===== config.mk =====
export PLATFORM = sky130hd
export DESIGN_NAME = distance_filter_flat
export DESIGN_NICKNAME = d
export VERILOG_FILES = /design/src/rtl/distance_filter_pkg.sv /design/src/rtl/distance_filter_if.sv /design/src/rtl/distance_filter_sample_window.sv /design/src/rtl/distance_filter.sv /design/src/flat_wrapper.sv
export SDC_FILE = /design/constraint.sdc
export NUM_CORES = 1
export LEC_CHECK = 0
export ABC_AREA = 1
export CORE_UTILIZATION = 50
export CTS_BUF_LIST = sky130_fd_sc_hd__clkbuf_8
export DETAILED_ROUTE_END_ITERATION = 7
export PLACE_DENSITY = 0.68
export SYNTH_ARGS = -nofsm -noshare
export SYNTH_HDL_FRONTEND = slang
export SYNTH_SLANG_ARGS = --single-unit

===== constraint.sdc =====
create_clock -name clk -period 6.2 [get_ports clk]
set_input_delay 1.24 -clock clk [delete_from_list [all_inputs] [get_ports clk]]
set_output_delay 1.24 -clock clk [all_outputs]
set_load 0.01 [all_outputs]

===== src/rtl/distance_filter_pkg.sv =====
// Shared constants and state encoding for the ultrasonic distance conditioning path.
// The sensor front end and the slicing controller both use DIST_W.
package distance_filter_pkg;

  localparam int DIST_W = 17;

  typedef enum logic [1:0] {
    FILL = 2'd0,
    RUN  = 2'd1
  } state_e;

  localparam logic [DIST_W-1:0] MAX_DIST_DEF    = 17'd23200;
  localparam logic [DIST_W-1:0] TOL_DEF         = 17'd58;
  localparam int                STABLE_CNT_DEF  = 3;
  localparam logic [23:0]       TIMEOUT_CYC_DEF = 24'd3000000;

endpackage


===== src/rtl/distance_filter_if.sv =====
// Sample/result bundle between the ranging block, the filter and the slicing controller.
interface distance_filter_if;
  import distance_filter_pkg::*;

  logic              valid_i;
  logic [DIST_W-1:0] distance_i;
  logic              flush_i;
  logic              valid_o;
  logic [DIST_W-1:0] distance_o;
  logic              stable_o;
  logic              reject_o;
  logic              timeout_o;

  modport master (
    output valid_i, distance_i, flush_i,
    input  valid_o, distance_o, stable_o, reject_o, timeout_o
  );

  modport slave (
    input  valid_i, distance_i, flush_i,
    output valid_o, distance_o, stable_o, reject_o, timeout_o
  );

endinterface


===== src/rtl/distance_filter_sample_window.sv =====
// Ring buffer of the last 2^LOG_DEPTH accepted samples with a running sum and average.
module sample_window
  import distance_filter_pkg::*;
#(
  parameter int LOG_DEPTH = 2
) (
  input  logic              clk,
  input  logic              rst,
  input  logic              flush_i,
  input  logic              wr_i,
  input  logic [DIST_W-1:0] din_i,
  output logic [DIST_W-1:0] avg_o,
  output logic              full_o
);

  localparam int DEPTH = 1 << LOG_DEPTH;
  localparam int SUM_W = DIST_W + LOG_DEPTH;

  logic [DIST_W-1:0]    buf_q [DEPTH];
  logic [LOG_DEPTH-1:0] ptr_q;
  logic [LOG_DEPTH:0]   fill_q;
  logic [SUM_W-1:0]     sum_q;
  logic [SUM_W-1:0]     sum_d;
  logic [DIST_W-1:0]    old_w;
  logic                 at_depth;

  // Stale entries left behind by a flush must not be subtracted while refilling.
  assign at_depth = (fill_q == (LOG_DEPTH + 1)'(DEPTH));
  assign old_w    = at_depth ? buf_q[ptr_q] : '0;
  assign sum_d    = sum_q + SUM_W'(din_i) - SUM_W'(old_w);
  assign avg_o    = DIST_W'(sum_d >> LOG_DEPTH);
  // Window holds DEPTH samples once the current write lands.
  assign full_o   = (fill_q >= (LOG_DEPTH + 1)'(DEPTH - 1));

  always_ff @(posedge clk) begin
    if (rst) begin
      for (int i = 0; i < DEPTH; i++) buf_q[i] <= '0;
      ptr_q  <= '0;
      fill_q <= '0;
      sum_q  <= '0;
    end else if (flush_i) begin
      ptr_q  <= '0;
      fill_q <= '0;
      sum_q  <= '0;
    end else if (wr_i) begin
      buf_q[ptr_q] <= din_i;
      ptr_q        <= ptr_q + 1'b1;
      sum_q        <= sum_d;
      if (!at_depth) fill_q <= fill_q + 1'b1;
    end
  end

endmodule


===== src/rtl/distance_filter.sv =====
// Range-gates raw echoes, averages them over a sliding window and reports
// stability and sensor silence to the slicing controller.
module distance_filter
  import distance_filter_pkg::*;
#(
  parameter int                LOG_DEPTH   = 2,
  parameter logic [DIST_W-1:0] MAX_DIST    = MAX_DIST_DEF,
  parameter logic [DIST_W-1:0] TOL         = TOL_DEF,
  parameter int                STABLE_CNT  = STABLE_CNT_DEF,
  parameter logic [23:0]       TIMEOUT_CYC = TIMEOUT_CYC_DEF
) (
  input logic              clk,
  input logic              rst,
  distance_filter_if.slave bus
);

  localparam int SC_W = $clog2(STABLE_CNT + 1);

  function automatic logic [DIST_W-1:0] abs_diff(input logic [DIST_W-1:0] a,
                                                 input logic [DIST_W-1:0] b);
    logic signed [DIST_W:0] d;
    d = $signed({1'b0, a}) - $signed({1'b0, b});
    return (d < 0) ? DIST_W'(-d) : DIST_W'(d);
  endfunction

  function automatic logic [SC_W-1:0] sat_inc(input logic [SC_W-1:0] c);
    return (c == SC_W'(STABLE_CNT)) ? c : c + 1'b1;
  endfunction

  state_e            state_q;
  logic              valid_q;
  logic [DIST_W-1:0] dist_q;
  logic              stable_q;
  logic              reject_q;
  logic              timeout_q;
  logic [SC_W-1:0]   stab_q;
  logic [SC_W-1:0]   stab_d;
  logic [DIST_W-1:0] prev_q;
  logic              have_prev_q;
  logic [23:0]       tmo_q;

  logic              acc;
  logic              expire;
  logic              flush;
  logic              take;
  logic              fire;
  logic [DIST_W-1:0] avg;
  logic              full;

  assign acc    = bus.valid_i && (bus.distance_i != '0) && (bus.distance_i <= MAX_DIST);
  // A sample arriving on the expiry cycle proves the sensor is alive, so it wins.
  assign expire = (tmo_q == TIMEOUT_CYC - 24'd1) && !acc;
  assign flush  = bus.flush_i || expire;
  assign take   = acc && !flush;
  assign fire   = take && full;

  sample_window #(
    .LOG_DEPTH (LOG_DEPTH)
  ) u_window (
    .clk     (clk),
    .rst     (rst),
    .flush_i (flush),
    .wr_i    (take),
    .din_i   (bus.distance_i),
    .avg_o   (avg),
    .full_o  (full)
  );

  always_comb begin
    stab_d = stab_q;
    if (!have_prev_q)                 stab_d = '0;
    else if (abs_diff(avg, prev_q) <= TOL) stab_d = sat_inc(stab_q);
    else                              stab_d = '0;
  end

  always_ff @(posedge clk) begin
    if (rst) begin
      state_q     <= FILL;
      valid_q     <= 1'b0;
      dist_q      <= '0;
      stable_q    <= 1'b0;
      reject_q    <= 1'b0;
      timeout_q   <= 1'b0;
      stab_q      <= '0;
      prev_q      <= '0;
      have_prev_q <= 1'b0;
      tmo_q       <= '0;
    end else begin
      valid_q  <= 1'b0;
      reject_q <= bus.valid_i && !acc;
      tmo_q    <= (acc || expire) ? 24'd0 : tmo_q + 24'd1;
      if (flush) begin
        state_q     <= FILL;
        stab_q      <= '0;
        prev_q      <= '0;
        have_prev_q <= 1'b0;
        stable_q    <= 1'b0;
        if (expire) timeout_q <= 1'b1;
      end else if (take) begin
        timeout_q <= 1'b0;
        if (fire) begin
          if (state_q == FILL) state_q <= RUN;
          valid_q     <= 1'b1;
          dist_q      <= avg;
          stab_q      <= stab_d;
          prev_q      <= avg;
          have_prev_q <= 1'b1;
          stable_q    <= (stab_d == SC_W'(STABLE_CNT));
        end
      end
    end
  end

  assign bus.valid_o    = valid_q;
  assign bus.distance_o = dist_q;
  assign bus.stable_o   = stable_q;
  assign bus.reject_o   = reject_q;
  assign bus.timeout_o  = timeout_q;

endmodule

===== src/flat_wrapper.sv =====
// flat-port wrapper written by rule: the top's interface ports become plain ports
module distance_filter_flat import distance_filter_pkg::*;
#(
  parameter int                LOG_DEPTH   = 2,
  parameter logic [DIST_W-1:0] MAX_DIST    = MAX_DIST_DEF,
  parameter logic [DIST_W-1:0] TOL         = TOL_DEF,
  parameter int                STABLE_CNT  = STABLE_CNT_DEF,
  parameter logic [23:0]       TIMEOUT_CYC = TIMEOUT_CYC_DEF
)
  (clk, rst, bus_valid_i, bus_distance_i, bus_flush_i, bus_valid_o, bus_distance_o, bus_stable_o, bus_reject_o, bus_timeout_o);
  distance_filter_if bus_i ();
  input logic clk;
  input logic rst;
  input wire logic [$bits(bus_i.valid_i)-1:0] bus_valid_i;
  input wire logic [$bits(bus_i.distance_i)-1:0] bus_distance_i;
  input wire logic [$bits(bus_i.flush_i)-1:0] bus_flush_i;
  output wire logic [$bits(bus_i.valid_o)-1:0] bus_valid_o;
  output wire logic [$bits(bus_i.distance_o)-1:0] bus_distance_o;
  output wire logic [$bits(bus_i.stable_o)-1:0] bus_stable_o;
  output wire logic [$bits(bus_i.reject_o)-1:0] bus_reject_o;
  output wire logic [$bits(bus_i.timeout_o)-1:0] bus_timeout_o;
  assign bus_i.valid_i = bus_valid_i;
  assign bus_i.distance_i = bus_distance_i;
  assign bus_i.flush_i = bus_flush_i;
  assign bus_valid_o = bus_i.valid_o;
  assign bus_distance_o = bus_i.distance_o;
  assign bus_stable_o = bus_i.stable_o;
  assign bus_reject_o = bus_i.reject_o;
  assign bus_timeout_o = bus_i.timeout_o;
  distance_filter #(.LOG_DEPTH(LOG_DEPTH), .MAX_DIST(MAX_DIST), .TOL(TOL), .STABLE_CNT(STABLE_CNT), .TIMEOUT_CYC(TIMEOUT_CYC)) u_core (.clk(clk), .rst(rst), .bus(bus_i));
endmodule

[Word level (Yosys, flattened, before mapping)]
Memory sizes are Yosys's and may differ from the RTL's. A register that Yosys moved wholly into a read port is not among the register bits.
Index checks and enable logic that the tools add are counted.
Operators by class
  eq/ne operators: 5
  reductions and logical operators: 20
  $mul: 0
  div/mod/pow operators: 0
  muxes and demuxes: 20
  add/subtract/negate cells: 8
  magnitude comparators: 4
  shifts and indexed selects: 0
  bitwise gates (word level): 3
Operator list (count)
  two-way mux 17 bit: 3
  adder 24 x 1 -> 24 bit, second input constant: 1
  equality test 24 x 22 -> 1 bit, second input constant: 1
  adder 19 x 17 -> 19 bit: 1
  subtractor 19 x 17 -> 19 bit: 1
  less-than comparator 18 x 1 -> 1 bit, second input constant: 1
  subtractor 17 x 17 -> 18 bit: 1
  <= comparator 17 x 15 -> 1 bit, second input constant: 1
  <= comparator 17 x 6 -> 1 bit, second input constant: 1
  negator 17 bit: 1
  nonzero test 17 bit: 1
  OR reduction 17 bit: 1
  two-way mux 2 bit: 6
  two-way mux 1 bit: 11
  logical AND 1 bit: 6
  AND reduction 2 bit: 3
  adder 2 x 1 -> 2 bit, second input constant: 2
  equality test 2 bit, second input constant: 2
  OR reduction 2 bit: 2
  adder 3 x 1 -> 3 bit, second input constant: 1
  equality test 3 bit, second input constant: 1
  greater-or-equal comparator 3 x 2 -> 1 bit, second input constant: 1
  inverter 1 bit: 3
  AND reduction 3 bit: 1
  5 further kinds: 7
Word-level totals
  bits in read-only memories: 0
  bits of input ports: 21
  memories: 1
  register bits: 89
  logic and storage cells: 73
  memory bits (writable): 68
  latch bits: 0
  output and inout port bits: 21
Memories
  u_core.u_window.buf_q: words 4, width 17, rd ports 1, clocked after Yosys merged registers in 1, write ports 4, line distance_filter_sample_window.sv:19  | logic [DIST_W-1:0] buf_q [DEPTH];

[Longest topological paths before layout]
Gate-level depths: netlist of the first run.
  word-level depth: 14
  mapped depth: 40
  gate-level depth less buffers: 38

[Modules after synthesis]
A second synthesis of the first run with hierarchy kept.
Second synthesis, totals
  cell total of the unflattened synthesis: 1461
  area total of the unflattened synthesis: 10363.7 µm²
By module, submodules not included
  sample_window: times used 1, area each 5805.6 µm², cells an instance 715, sequential area each 2562.5 µm²
  distance_filter: times used 1, area each 4558.1 µm², cells an instance 746, sequential area each 1301.2 µm²

[Least setup slack after synthesis of the first run]
No wires, ideal clock.
  path kind: input to register
  from: input bus_distance_i[8]
  to: register u_core.stable_q, in the netlist u_core.bus.stable_o
  setup slack: 1089 ps
  stages on the path: 31
  library setup time: 70 ps
  data required time: 6130 ps
  buffers on the path: 1
  arrival time: 5040 ps
  cells stage by stage: inv_1 > fa_1 > inv_1 > ha_1 > inv_1 > nor3_2 > nand2_1 > nand3_1 > a31oi_1 > o21ai_1 > nand3_1 > nand2_1 > nand2_1 > nand2_1 > xor2_1 > ha_1 > nand2_1 > nor2_1 > and2_1 > a21oi_4 > buf_6 > nand2_2 > nand2_1 > nand2_1 > nand2_1 > inv_1 > nor2_1 > nand2_1 > nor2_4 > nand4_1 > a21oi_1
On the way
  elaborated cells between the ends (all ways): 22
  those cells by class: add/sub: 4; order compare: 3; eq/ne: 1; mux: 3; reduce/logical: 11
RTL lines
  start, declared: line flat_wrapper.sv:15  | input wire logic [$bits(bus_i.distance_i)-1:0] bus_distance_i;
  adder 19 x 17 -> 19 bit *: line distance_filter_sample_window.sv:30  | assign sum_d = sum_q + SUM_W'(din_i) - SUM_W'(old_w);
  subtractor 19 x 17 -> 19 bit *: line distance_filter_sample_window.sv:30
  via u_core.avg[13]: line distance_filter.sv:47  | logic [DIST_W-1:0] avg;
  subtractor 17 x 17 -> 18 bit *: line distance_filter.sv:22  | d = $signed({1'b0, a}) - $signed({1'b0, b});
  negator 17 bit / less-than comparator 18 x 1 -> 1 bit (equally long branches): line distance_filter.sv:23  | return (d < 0) ? DIST_W'(-d) : DIST_W'(d);
  two-way mux 17 bit *: line distance_filter.sv:23
  <= comparator 17 x 6 -> 1 bit *: line distance_filter.sv:72  | else if (abs_diff(avg, prev_q) <= TOL) stab_d = sat_inc(stab_q);
  two-way mux 2 bit *: line distance_filter.sv:72
  two-way mux 2 bit *: line distance_filter.sv:71  | if (!have_prev_q) stab_d = '0;
  equality test 2 bit *: line distance_filter.sv:108  | stable_q <= (stab_d == SC_W'(STABLE_CNT));
  end signal, assigned: line distance_filter.sv:108
  end, declared: line distance_filter.sv:33  | logic stable_q;
The timed path passes the listed nets; every way through them passes the cells marked *.
A chain may end at the register's enable or synchronous reset.

[Worst setup path after layout of the first run]
  from: input bus_distance_i[7]
  to: register u_core.stable_q, in the netlist u_core.bus.stable_o
The elaborated chain is that of the path after synthesis.

==> results.txt, run 1 <==
register area share after synthesis -> 39.19%
Crit Path Class -> in -> reg
Post-synth ARST share -> 0%
relative slew slack -> 30.74%
# DRC -> 0
placed cell area -> 10680 um^2
Worst Skew -> 22.36 ps
synthesized area -> 9858 um^2
largest family of logic cells by synthesized area -> simple AND/OR/NAND/NOR gates
Synth Area in Simple Gates -> 29.80%
cts hold-fix bufs -> 0
Final nets -> 1487
die width -> 142.4 um
Final Hold Viols -> 0
Max-Cap Viols -> 0
root buffer cell -> clkbuf_8
post-synthesis compound-gate area fraction -> 10.18%
Synth Register Bits -> 159
Max FO, Critical Path -> 5
actual slew at the worst max-slew pin -> 1036 ps
CTS clk-pin slew, worst paths -> 100 ps
area delta synth->final -> 13.17%
peak supply drop -> 148.4 uV
DP HPWL -> 18.39 mm
Pre-antenna DRT Iters -> 5
CP startpoint kind -> input pin
vias in the first global route -> 8410
HP Start -> u_core.tmo_q[0]
Final setup viols -> 0
Initial Util -> 51.84%
# diodes -> 0
syn avg cell area -> 7.302 um^2
post-synth cell types -> 48
clock sink count -> 159
initial DRC count -> 692
IO Count -> 42
HP Class -> reg -> reg
max incr delay on CP -> 550 ps
Tcrit/Tclk final -> 93.29%
final WL -> 24.74 mm
Synth Area in XOR/XNOR -> 2.399%
Syn Inst Count -> 1350
Rows -> 50
IO buf count -> 41
Layout Cells excl Fill -> 1681
via count -> 8652
gp weighted congestion -> 0.8586
largest net degree at the start of global routing -> 40
final antenna-violating net count -> 0
GRT Residual Overflow -> 0
share of layout cells above drive strength 1 -> 9.641%
total track usage -> 25.82%
status -> complete, no violations
crit path DAT -> 6160 ps
Core Area -> 19020 um^2
global-route wire length before repair -> 40.39 mm
Die Area -> 20280 um^2
Pleak -> 4.641 nW
PwrDens -> 256.9 nW/um^2
Final Max Tran Viols -> 0
crit path from -> bus_distance_i[7]
later-pin clock latency in the skew report -> 470 ps
drt wl/cell -> 14.72 um
Worst EP required -> 6580 ps
min Tclk post-route -> 5784 ps
clk buf depth -> 2
fin area -> 11160 um^2
CTS Buf Count -> 17
top_reg_cell synth -> dfxtp_1
crit end category -> register
yosys warns -> 0
Die Y -> 142.4 um
Post-synth EDFFs -> 68
vias per inst -> 5.147
H-Tree Depth -> 4
mux contribution to synthesized area -> 0%
slowest CP cell -> fa_1
placed instance count -> 1648
adder-cell share of the synthesized area -> 8.732%
initial antenna violation count -> 0
Fmax -> 172.9 MHz
CP most frequent cell -> nand2_1
TritonCTS clock tree -> built
Final TNS setup -> 0 ps
==> routing by layer <==
layer,track usage [%],wire (um)
met1,31.12,10780
met2,46.08,12160
met5,0,0
met4,7.810,435
met3,5.249,1368
==> layout make-up <==
cell class                      instances  area (um^2)
Fill cell                            1818         7861
Multi-Input combinational cell        950         5101
Sequential cell                       159         3864
Inverter                              212        799.5
Timing Repair Buffer                   68        625.6
Tap cell                              260        325.3
Clock buffer                           17        234.0
Clock inverter                         15        207.7
==> repair_timing <==
item                                    in CTS  in global routing
gates resized for setup                      0                  4
endpoints found under the setup margin       0                  3
buffers inserted                             0                  1
==> report_power, final <==
part	total (mW)	switching (mW)	internal [mW]
logic	0.931	0.607	0.323
registers	1.12	0.00665	1.11
clock network	0.818	0.466	0.351
==> registers in the layout, indices dropped and copies added (netlist names), named ones only <==
register,cells
u_core.u_window.buf_q,68
u_core.tmo_q,24
u_core.u_window.sum_q,19
u_core.bus.distance_o,17
u_core.prev_q,17
u_core.u_window.fill_q,3
u_core.stab_q,2
u_core.u_window.ptr_q,2
u_core.bus.reject_o,1
u_core.bus.stable_o,1
u_core.bus.timeout_o,1
u_core.bus.valid_o,1
u_core.have_prev_q,1
==> cells by family after synthesis <==
group,count (synthesis)
other cells,1
compound gates,187
xor+xnor,27
simple gates,670
buf+inv,248
flops,159
fa+ha+maj,58
==> path summary, 6_finish.rpt <==
kind | endpoint | slack, ps | cells after the start
worst max-delay path | u_core.bus.stable_o | 420 | 30
worst max register to register | u_core.bus.stable_o | 560 | 32
worst min-delay path | u_core.tmo_q[0] | 450 | 1
worst min register to register | u_core.tmo_q[0] | 450 | 1
==> Yosys cell counts (3+ instances only) <==
library cell  count  share of area [%]
inv_2            22               0.84
a21oi_2           3               0.27
nand3b_1          7               0.53
nand2_1         313                 12
nor3_2            4               0.41
nand3_2           5               0.51
nor4_1            8               0.51
a31oi_1           8               0.51
o31ai_1           4               0.30
clkinv_1          3               0.11
nand4_1          20                1.3
nand3_1          64                3.2
buf_2             5               0.25
dfxtp_1          91                 18
inv_1           187                7.1
xor2_1           23                2.0
nor2_4            3               0.34
nor3b_1           8               0.61
a211oi_1          3               0.23
nor2_2           14               0.89
o21ai_0          53                2.7
ha_1             40                5.1
edfxtp_1         68                 21
nor2_1          187                7.1
nor3_1           14               0.71
fa_1             18                3.7
nand2_2          16                1.0
a21oi_1         106                5.4
clkbuf_1         27                1.0
xnor2_1           4               0.36
==> cell usage in the layout, fill, tap and decap left out, types with 26 or more instances in the layout <==
cell type / Yosys / final
a21oi_1: 106 / 106
buf_4: 2 / 26
clkdlybuf4s50_1: 0 / 41
dfxtp_1: 91 / 91
edfxtp_1: 68 / 68
ha_1: 40 / 40
inv_1: 187 / 187
nand2_1: 313 / 313
nand3_1: 64 / 64
nor2_1: 187 / 187
o21ai_0: 53 / 50
==> per-stage QoR <==
stage	util, %	power (mW)	hold slack (ps)	setup WS, ps
finish	58.66	2.866	449.2	416.3
global route	58.66	3.063	462.3	-43.40
CTS	58.50	2.883	452.5	440.3
detailed placement	56.18	2.061	436.1	0.2593
global placement	56.18	2.048	430.8	121.5
floorplan	-	1.841	417.5	1089
==> worst max-delay path, delay by kind of cell <==
kind / cells / cell delay [ps]
fa+ha+maj: 3 / 1200
buf+inv: 7 / 1080
compound gates: 7 / 1200
xor+xnor: 1 / 180
simple gates: 12 / 1250
Note: power is estimated with default switching activity, not from simulation.
==> run 2, diff against run 1 <==
- SKIP_CTS_REPAIR_TIMING: default -> 1
==> results of run 2 <==
No change in the layout: final DEF, timing and power equal those of run 1.
==> run 3, diff against run 2 <==
- CTS_BUF_LIST: sky130_fd_sc_hd__clkbuf_8 -> default
==> results.txt, run 3 (synthesis results as in run 1) <==
Final nets -> 1487
WL met2 -> 12.35 mm
H-Tree Depth -> 4
initial DRC count -> 648
most frequent cells in the layout -> nand2_1, inv_1, nor2_1
via count -> 8688
total track usage -> 26.10%
placed instance count -> 1648
Worst EP required -> 6550 ps
Tcrit/Tclk final -> 93.19%
CTS clk-pin slew, worst paths -> 70 ps
met1 WL -> 10.83 mm
CTS Buf Count -> 17
final WL -> 25.00 mm
drt wl/cell -> 14.87 um
uppermost layer routed -> met4
status -> complete, no violations
die width -> 142.4 um
CP startpoint kind -> input pin
IO Count -> 42
internal cell power -> 2.023 mW
Seq pwr share -> 35.6%
peak supply drop -> 201.5 uV
clk buf depth -> 2
initial antenna violation count -> 0
min Tclk post-route -> 5778 ps
area delta synth->final -> 15.24%
max incr delay on CP -> 550 ps
commonest non-fill, non-tap cell in the layout -> nand2_1
Die Area -> 20280 um^2
# fillers -> 1784
root buffer cell -> clkbuf_16
CP most frequent cell -> nand2_1
crit end category -> register
max reg flops -> 68
Switching Share -> 35.62%
relative slew slack -> 32.82%
Pre-antenna DRT Iters -> 5
Sw Pwr -> 1.119 mW
Initial Util -> 51.84%
PwrDens -> 276.6 nW/um^2
Most flops, register -> u_core.u_window.buf_q
gp weighted congestion -> 0.8586
Core Area -> 19020 um^2
Layout Cells excl Fill -> 1681
Final Hold Viols -> 0
# DRC -> 0
Pleak -> 4.731 nW
Crit Path Class -> in -> reg
global-route wire length before repair -> 40.81 mm
Final TNS setup -> 0 ps
TritonCTS clock tree -> built
Final setup viols -> 0
clock sink count -> 159
later-pin clock latency in the skew report -> 440 ps
Rows -> 50
Max FO, Critical Path -> 6
biggest registers after layout -> u_core.u_window.buf_q: 68 flops, u_core.tmo_q: 24 flops, u_core.u_window.sum_q: 19 flops
Max-Cap Viols -> 0
largest net degree at the start of global routing -> 40
final antenna-violating net count -> 0
# diodes -> 0
Fmax -> 173.1 MHz
Worst Skew -> 21.84 ps
Worst R2R Setup Slack -> 490 ps
crit path DAT -> 6130 ps
vias per inst -> 5.168
IO buf count -> 41
actual slew at the worst max-slew pin -> 1004 ps
GRT Residual Overflow -> 0
met3 wire len -> 1.345 mm
DP HPWL -> 18.39 mm
Clock Power Share -> 34.8%
HP Class -> reg -> reg
Final Max Tran Viols -> 0
Die Y -> 142.4 um
slowest CP cell -> fa_1
vias in the first global route -> 8406
share of layout cells above drive strength 1 -> 9.782%
Comb power frac -> 29.7%
[run 3: critical path, delay by kind of cell]
family                     cells  cell delay [ps]
xor gates and xnor gates       1              260
and+or+nand+nor               21             2200
AOI/OAI and AO/OA              3              400
buffers and inverters          5              770
adders and majority gates      3             1240
[run 3: area by class of cell]
type                    count  area (um^2)  area share (%)
clock buffers              17        425.4           3.744
clock inverters            15        207.7           1.828
inverters                 212        795.8           7.004
multi-input cells         950         5117           45.04
flip-flops and latches    159         3864           34.01
well taps                 260        325.3           2.863
repair buffers             68        625.6           5.507
[run 3: routing by layer]
| metal | vias to the layer above | track usage, % |
|---|---|---|
| li1 | 4439 | - |
| met1 | 4008 | 31.39 |
| met2 | 202 | 46.59 |
| met3 | 39 | 5.283 |
| met4 | 0 | 8.093 |
| met5 | - | 0 |
[run 3: power by group through the flow]
| stage | clock network (mW) | logic, mW | registers (mW) |
|---|---|---|---|
| floorplan | 0 | 0.700 | 1.14 |
| detailed placement | 0 | 0.920 | 1.14 |
| global placement | 0 | 0.907 | 1.14 |
| global route | 1.16 | 1.06 | 1.12 |
| CTS | 1.11 | 0.925 | 1.12 |
| finish | 1.09 | 0.933 | 1.12 |
[run 3: final timing paths]
check	startpoint	end	cells after the start
setup / recovery	bus_distance_i[8]	u_core.bus.stable_o	33
hold / removal	u_core.tmo_q[0]	u_core.tmo_q[0]	1
setup reg to reg	register	u_core.bus.stable_o	32
hold reg to reg	u_core.tmo_q[0]	u_core.tmo_q[0]	1
[run 3: through the flow]
step / utilization (%) / instance area, um^2 / setup slack (ps) / power, mW / hold slack, ps
finish: 59.74 / 11360 / 421.9 / 3.142 / 444.4
global route: 59.74 / 11360 / -46.66 / 3.337 / 456.8
global placement: 56.18 / 10680 / 121.5 / 2.048 / 430.8
CTS: 59.51 / 11320 / 418.8 / 3.152 / 447.4
floorplan: - / 9884 / 1089 / 1.841 / 417.5
detailed placement: 56.18 / 10680 / 0.2593 / 2.061 / 436.1
